`src/rtl/ifetch_ctrl_pkg.sv`:
```
// Shared types and constants for the instruction-fetch controller.
// State encodings, instruction width and the little-endian byte packer.
package ifetch_ctrl_pkg;

   localparam int INST_W = 32;
   localparam logic [INST_W-1:0] ZERO_WORD = '0;

   typedef enum logic [1:0] {
      S_LOOK = 2'd0,
      S_MEM  = 2'd1,
      S_FILL = 2'd2
   } fetch_state_e;

   // Byte 0 is the lowest address and lands in bits 7:0.
   function automatic logic [INST_W-1:0] pack_le(input logic [3:0][7:0] b);
      return {b[3], b[2], b[1], b[0]};
   endfunction

endpackage

```
`src/rtl/ifetch_ctrl_if.sv`:
```
// icache lookup/fill and byte-memory request bundle seen by the fetch controller.
// master = fetch controller, slave = icache plus memory controller side.
interface ifetch_ctrl_if #(
   parameter int ADDR_W = 32
);
   import ifetch_ctrl_pkg::*;

   logic [ADDR_W-1:0] ic_raddr_o;
   logic              ic_hit_i;
   logic [INST_W-1:0] ic_inst_i;
   logic              ic_we_o;
   logic [ADDR_W-1:0] ic_waddr_o;
   logic [INST_W-1:0] ic_winst_o;
   logic              mem_req_o;
   logic [ADDR_W-1:0] mem_addr_o;
   logic              mem_valid_i;
   logic [7:0]        mem_byte_i;

   modport master (
      output ic_raddr_o, ic_we_o, ic_waddr_o, ic_winst_o, mem_req_o, mem_addr_o,
      input  ic_hit_i, ic_inst_i, mem_valid_i, mem_byte_i
   );

   modport slave (
      input  ic_raddr_o, ic_we_o, ic_waddr_o, ic_winst_o, mem_req_o, mem_addr_o,
      output ic_hit_i, ic_inst_i, mem_valid_i, mem_byte_i
   );

endinterface

```
`src/rtl/ifetch_ctrl.sv`:
```
// Instruction-fetch controller: icache lookup, byte-wise miss refill, IF/ID register.
// Define IFETCH_PERF_EN to add the hit_cnt_o / miss_cnt_o performance counters.
//
// state  | meaning
// S_LOOK | pc presented to icache; hit -> IF/ID, miss -> S_MEM
// S_MEM  | collecting 4 bytes at pc+cnt from the memory controller
// S_FILL | one-cycle icache write of the assembled word, then re-lookup
module ifetch_ctrl
   import ifetch_ctrl_pkg::*;
#(
   parameter int                ADDR_W   = 32,
   parameter logic [ADDR_W-1:0] RESET_PC = '0
) (
   input  logic              clk,
   input  logic              rst_n,
   input  logic              rdy,
   input  logic              stall_i,
   input  logic              jump_i,
   input  logic [ADDR_W-1:0] jump_addr_i,
   ifetch_ctrl_if.master     bus,
   output logic              if_valid_o,
   output logic [ADDR_W-1:0] if_pc_o,
   output logic [INST_W-1:0] if_inst_o
`ifdef IFETCH_PERF_EN
   ,
   output logic [31:0]       hit_cnt_o,
   output logic [31:0]       miss_cnt_o
`endif
);

   fetch_state_e      state_q, state_n;
   logic [ADDR_W-1:0] pc_q, pc_n;
   logic [1:0]        cnt_q, cnt_n;
   logic [3:0][7:0]   byte_q, byte_n;
   logic              if_valid_n;
   logic [ADDR_W-1:0] if_pc_n;
   logic [INST_W-1:0] if_inst_n;

   always_ff @(posedge clk or negedge rst_n) begin
      if (!rst_n) begin
         state_q    <= S_LOOK;
         pc_q       <= RESET_PC;
         cnt_q      <= '0;
         byte_q     <= '0;
         if_valid_o <= 1'b0;
         if_pc_o    <= '0;
         if_inst_o  <= ZERO_WORD;
      end else if (rdy) begin
         state_q    <= state_n;
         pc_q       <= pc_n;
         cnt_q      <= cnt_n;
         byte_q     <= byte_n;
         if_valid_o <= if_valid_n;
         if_pc_o    <= if_pc_n;
         if_inst_o  <= if_inst_n;
      end
   end

   always_comb begin
      state_n    = state_q;
      pc_n       = pc_q;
      cnt_n      = cnt_q;
      byte_n     = byte_q;
      if_valid_n = if_valid_o;
      if_pc_n    = if_pc_o;
      if_inst_n  = if_inst_o;

      if (jump_i) begin
         pc_n       = jump_addr_i;
         cnt_n      = '0;
         if_valid_n = 1'b0;
         state_n    = S_LOOK;
      end else begin
         // Unstalled cycles without a hit present a bubble so no pc is delivered twice.
         if (!stall_i) if_valid_n = 1'b0;
         case (state_q)
            S_LOOK: begin
               if (bus.ic_hit_i) begin
                  if (!stall_i) begin
                     if_valid_n = 1'b1;
                     if_pc_n    = pc_q;
                     if_inst_n  = bus.ic_inst_i;
                     pc_n       = pc_q + ADDR_W'(4);
                  end
               end else begin
                  cnt_n   = '0;
                  state_n = S_MEM;
               end
            end
            S_MEM: begin
               if (bus.mem_valid_i) begin
                  byte_n[cnt_q] = bus.mem_byte_i;
                  cnt_n         = cnt_q + 2'd1;
                  if (cnt_q == 2'd3) state_n = S_FILL;
               end
            end
            S_FILL:  state_n = S_LOOK;
            default: state_n = S_LOOK;
         endcase
      end
   end

   assign bus.ic_raddr_o = pc_q;
   assign bus.mem_req_o  = (state_q == S_MEM);
   assign bus.mem_addr_o = pc_q + ADDR_W'(cnt_q);
   assign bus.ic_we_o    = (state_q == S_FILL);
   assign bus.ic_waddr_o = pc_q;
   assign bus.ic_winst_o = pack_le(byte_q);

`ifdef IFETCH_PERF_EN
   logic hit_inc, miss_inc;

   assign hit_inc  = rdy && !jump_i && (state_q == S_LOOK) && bus.ic_hit_i && !stall_i;
   assign miss_inc = rdy && !jump_i && (state_q == S_LOOK) && !bus.ic_hit_i;

   always_ff @(posedge clk or negedge rst_n) begin
      if (!rst_n) begin
         hit_cnt_o  <= '0;
         miss_cnt_o <= '0;
      end else begin
         if (hit_inc)  hit_cnt_o  <= hit_cnt_o + 32'd1;
         if (miss_inc) miss_cnt_o <= miss_cnt_o + 32'd1;
      end
   end
`endif

endmodule
```
`src/flat_wrapper.sv`:
```
// flat-port wrapper written by rule: the top's interface ports become plain ports
module ifetch_ctrl_flat import ifetch_ctrl_pkg::*;
#(
   parameter int                ADDR_W   = 32,
   parameter logic [ADDR_W-1:0] RESET_PC = '0
)
  (clk, rst_n, rdy, stall_i, jump_i, jump_addr_i, if_valid_o, if_pc_o, if_inst_o, bus_ic_raddr_o, bus_ic_we_o, bus_ic_waddr_o, bus_ic_winst_o, bus_mem_req_o, bus_mem_addr_o, bus_ic_hit_i, bus_ic_inst_i, bus_mem_valid_i, bus_mem_byte_i);
  ifetch_ctrl_if #(.ADDR_W(ADDR_W)) bus_i ();
  input  logic clk;
  input  logic rst_n;
  input  logic rdy;
  input  logic stall_i;
  input  logic jump_i;
  input  logic [ADDR_W-1:0] jump_addr_i;
  output logic if_valid_o;
  output logic [ADDR_W-1:0] if_pc_o;
  output logic [INST_W-1:0] if_inst_o;
  output wire logic [$bits(bus_i.ic_raddr_o)-1:0] bus_ic_raddr_o;
  output wire logic [$bits(bus_i.ic_we_o)-1:0] bus_ic_we_o;
  output wire logic [$bits(bus_i.ic_waddr_o)-1:0] bus_ic_waddr_o;
  output wire logic [$bits(bus_i.ic_winst_o)-1:0] bus_ic_winst_o;
  output wire logic [$bits(bus_i.mem_req_o)-1:0] bus_mem_req_o;
  output wire logic [$bits(bus_i.mem_addr_o)-1:0] bus_mem_addr_o;
  input wire logic [$bits(bus_i.ic_hit_i)-1:0] bus_ic_hit_i;
  input wire logic [$bits(bus_i.ic_inst_i)-1:0] bus_ic_inst_i;
  input wire logic [$bits(bus_i.mem_valid_i)-1:0] bus_mem_valid_i;
  input wire logic [$bits(bus_i.mem_byte_i)-1:0] bus_mem_byte_i;
  assign bus_ic_raddr_o = bus_i.ic_raddr_o;
  assign bus_ic_we_o = bus_i.ic_we_o;
  assign bus_ic_waddr_o = bus_i.ic_waddr_o;
  assign bus_ic_winst_o = bus_i.ic_winst_o;
  assign bus_mem_req_o = bus_i.mem_req_o;
  assign bus_mem_addr_o = bus_i.mem_addr_o;
  assign bus_i.ic_hit_i = bus_ic_hit_i;
  assign bus_i.ic_inst_i = bus_ic_inst_i;
  assign bus_i.mem_valid_i = bus_mem_valid_i;
  assign bus_i.mem_byte_i = bus_mem_byte_i;
  ifetch_ctrl #(.ADDR_W(ADDR_W), .RESET_PC(RESET_PC)) u_core (.clk(clk), .rst_n(rst_n), .rdy(rdy), .stall_i(stall_i), .jump_i(jump_i), .jump_addr_i(jump_addr_i), .bus(bus_i), .if_valid_o(if_valid_o), .if_pc_o(if_pc_o), .if_inst_o(if_inst_o));
endmodule
```
`config.mk`:
```
export PLATFORM = sky130hd
export DESIGN_NAME = ifetch_ctrl_flat
export DESIGN_NICKNAME = d
export VERILOG_FILES = /design/src/rtl/ifetch_ctrl_pkg.sv /design/src/rtl/ifetch_ctrl_if.sv /design/src/rtl/ifetch_ctrl.sv /design/src/flat_wrapper.sv
export SDC_FILE = /design/constraint.sdc
export NUM_CORES = 1
export LEC_CHECK = 0
export BUFFER_PORTS_ARGS = -buffer_cell sky130_fd_sc_hd__buf_2
export CORE_MARGIN = 5
export CORE_UTILIZATION = 35
export DETAILED_ROUTE_END_ITERATION = 7
export GPL_ROUTABILITY_DRIVEN = 1
export PLACE_DENSITY = 0.67
export SETUP_SLACK_MARGIN = 0.4
export SYNTH_ARGS = -nofsm -noshare
export SYNTH_HDL_FRONTEND = slang
export SYNTH_SLANG_ARGS = --single-unit
```
`constraint.sdc`:
```
create_clock -name clk -period 2.05 [get_ports clk]
set_input_delay 0.1025 -clock clk [delete_from_list [all_inputs] [get_ports clk]]
set_output_delay 0.1025 -clock clk [all_outputs]
set_load 0.005 [all_outputs]
```
==> summary.txt <==
Pwr
  – Power density over the cells: 839 nW/um^2
  – Leakage: 0.00618 uW
  – Peak supply drop: about 0.63 mV
  – Final Power: about 10000 uW

Clock network
  – Clk sinks: about 130
  – CTS H-tree lvls: 4
  – CTS Buf Count: 17
  – Clk slew on worst S/H paths: about 0.060 ns
  – CTS tree: yes
  – Clk Latency, worst-skew pair: about 0.43 ns
  – Max clock buf depth: 2
  – CTS Root Cell: clkbuf_16

Floorplanning
  – Cell Rows: 50
  – Die height: between 100 and 150 microns
  – Die width: 149 microns
  – Ports: ~270
  – Initial core utilization: around 36%
  – Core area: about 19000 sq um
  – Die Footprint: about 22000 sq um

Worst setup path
  – Worst Setup End Kind: primary output
  – CP Launch Type: flop
  – Crit Path Category: reg2out
  – Worst-path maximum fanout: 4
  – CP arrival: around 2.2 ns
  – Req. time, crit path: roughly 2 ns

Flow run
  – Max Cap Viol: 0

Placed design
  – DP Worst Slack: slightly above 0.09 ns
  – Gpl congestion: about 0.86
  – Post-DP HPWL: between 15000 and 20000 microns
  – I/O Buffers: roughly 270
  – Placed cell count: around 1100

Yosys
  – Seq/Total Area, Yosys: 49.2%
  – Syn Nets: 707
  – Dominant synthesized flop cell: dfrtp_1
  – Netlist Area Pre-Place: ~6800 sq um
  – Synth Area per Inst: roughly 11 sq um
  – Share of the synthesized area in the top cell type: 49.2%
  – Ranking of synthesized cells by area: dfrtp_1 49%, mux2_2 13%, buf_4 3.9%
  – YS warnings: 0
  – Synth async-reset ratio: between 90% and 100%
  – Top cells by count, synth: 133 x dfrtp_1, 81 x mux2_2, 44 x nand2_1
  – Top-count cell post-synth: dfrtp_1
  – Number of synthesized register bits: between 100 and 150
  – Synth unique cells: 57
  – Post-Syn Instances: 620
  – EDFF count, synth: 0
  – Largest area contributor in the netlist: dfrtp_1

Cells and area
  – Non-Filler Instances: roughly 1300
  – Final core area utilization: between 60 and 70%
  – Fin nets: 1148
  – Layout cells sized above 1: between 60 and 70%
  – Layout area overhead: 79.6%

STA
  – Fmax: ~440 MHz
  – Final WS setup: -0.241 ns
  – Hold Violations, Final: 0
  – Skew final: approximately 0.011 ns
  – Final min period: roughly 2.3 ns
  – Fin. max-slew vios: 0
  – Total negative slack: -4.16 ns
  – Fin crit share: 112%
  – RSZ-0062 raised after global routing: yes
  – Actual slew at the worst max-slew pin: ~0.63 ns
  – Final setup violation count: 30
  – Slew headroom: between 50% and 60%

Detailed routing
  – Final WL: roughly 27000 microns
  – WL per Instance: about 20 microns
  – Via count: 6996
  – Drt first pass iters: 7
  – 1st-iter DRT viols: about 450
  – Post-DR vias/cell: 5.24
  – Antenna Nets Post-Route: 0
  – Remaining DRCs: 0

Hold path
  – Worst Hold Class: in2reg

Run status
  – Failing checks: setup timing
  – Status: finished, violations left

Global routing
  – First-pass GRT wire length: between 30000 and 40000 microns
  – Vias in the first global route: around 7000
  – Antenna violations before repair: 0
  – Grt ovf: 0
  – GRT Total Usage: about 23%
  – Largest net degree at the start of global routing: 51
flip-flops by register name, indices dropped and copies added (netlist names):
register / cells
u_core.bus.ic_winst_o: 32
u_core.cnt_q: 2
u_core.if_inst_o: 32
u_core.if_pc_o: 32
u_core.bus.ic_raddr_o: 32
u_core.state_q: 2
u_core.if_valid_o: 1
path summary, 6_finish.rpt:
path / slack (ns) / from / cells past startpoint / endpoint
setup reg to reg: 0.04 / u_core.bus.ic_raddr_o[12]$_DFFE_PN0P_ / 6 / u_core.bus.ic_raddr_o[31]$_DFFE_PN0P_
setup / recovery: -0.24 / u_core.bus.ic_raddr_o[12]$_DFFE_PN0P_ / 7 / bus_mem_addr_o[29]
max in group asynchronous: 1.12 / rst_n / 3 / u_core.bus.ic_raddr_o[4]$_DFFE_PN0P_
min in group asynchronous: 0.18 / rst_n / 2 / u_core.bus.ic_winst_o[1]$_DFFE_PN0P_
hold reg to reg: 0.48 / u_core.if_pc_o[1]$_DFFE_PN0P_ / 2 / u_core.if_pc_o[1]$_DFFE_PN0P_
hold / removal: 0.02 / jump_addr_i[25] / 3 / u_core.bus.ic_raddr_o[25]$_DFFE_PN0P_
metrics by stage:
stage / cell area [sq um] / hold slack [ns]
6_report: 12200 / 0.0232
5_1_grt: 12200 / 0.0211
4_1_cts: 11300 / 0.00273
3_5_place_dp: 8720 / 0.0825
3_3_place_gp: 8720 / 0.0780
2_1_floorplan: 6950 / -0.193
power by group:
part	switching [uW]	internal, uW	total [uW]
Combinational	1530	1930	3450
Clock	1360	1730	3090
Sequential	410	3240	3650
Total	3300	6900	10200
kinds of logic (layout without fill, tap and decap cells):
| group | Yosys count | in the layout | share of synthesized area, % |
|---|---|---|---|
| buf+inv | 86 | 538 | 7.25 |
| mux | 92 | 92 | 15.8 |
| xor+xnor | 30 | 30 | 3.88 |
| other cells | 0 | 1 | 0 |
| compound gates | 103 | 103 | 9.32 |
| flops | 133 | 133 | 49.2 |
| fa+ha+maj | 8 | 8 | 1.59 |
| simple gates | 168 | 170 | 12.9 |
layer usage:
metal / part of all wire (%) / track usage, % / up-vias / wire [microns]
li1: - / - / 3076 / -
met1: 38 / 28.2 / 3439 / 10600
met2: 49 / 37.8 / 396 / 13500
met3: 8.8 / 6.17 / 85 / 2410
met4: 3.5 / 7.87 / 0 / 975
met5: 0 / 0 / - / 0
critical path: stages, from the launching register on:
cell	delay (ns)
dfrtp_1	0.41
nand4_1	0.27
nor3_2	0.38
buf_4	0.19
nand2_4	0.08
nor4_4	0.14
xnor2_1	0.15
buf_2	0.15
cell type report:
cell class | instances | area, sq um
Fill cell | 1434 | 6740
Multi-Input combinational cell | 403 | 4200
Timing Repair Buffer | 489 | 3640
Sequential cell | 133 | 3330
Clock buffer | 17 | 425
Tap cell | 260 | 325
Clock inverter | 15 | 163
Inverter | 17 | 68.8
Antenna cell | 1 | 2.50
layout by cell type, fill, tap and decap left out, types with 6 or more instances in the layout:
master and count:
nand2_4 11, nand2_8 6, nor2_1 19, a21oi_2 11, nand3_1 11, o22ai_1 10, nor3_1 7, mux2_4 87
xnor2_2 6, nor3_4 11, dlygate4sd3_1 64, buf_4 90, xnor2_1 9, nand2_1 25, and4_4 6, o21ai_1 9
o21ai_2 9, buf_6 44, inv_1 13, buf_2 269, buf_12 13, nand4_1 10, a21oi_1 12, buf_16 7
dfrtp_1 130, nor3_2 6, clkbuf_16 17, nor2_4 13, o21ai_0 14, xor2_1 15
repair_timing:
item / CTS / global route
hold endpoints to repair: 133 / 0
setup endpoints to repair: 156 / 161
buffers inserted: 41 / 39
resized for setup: 214 / 113
hold buffers: 64 / 0
gates cloned: 8 / 1
pin swaps: 44 / 63
(Power assumes the default switching activity.)
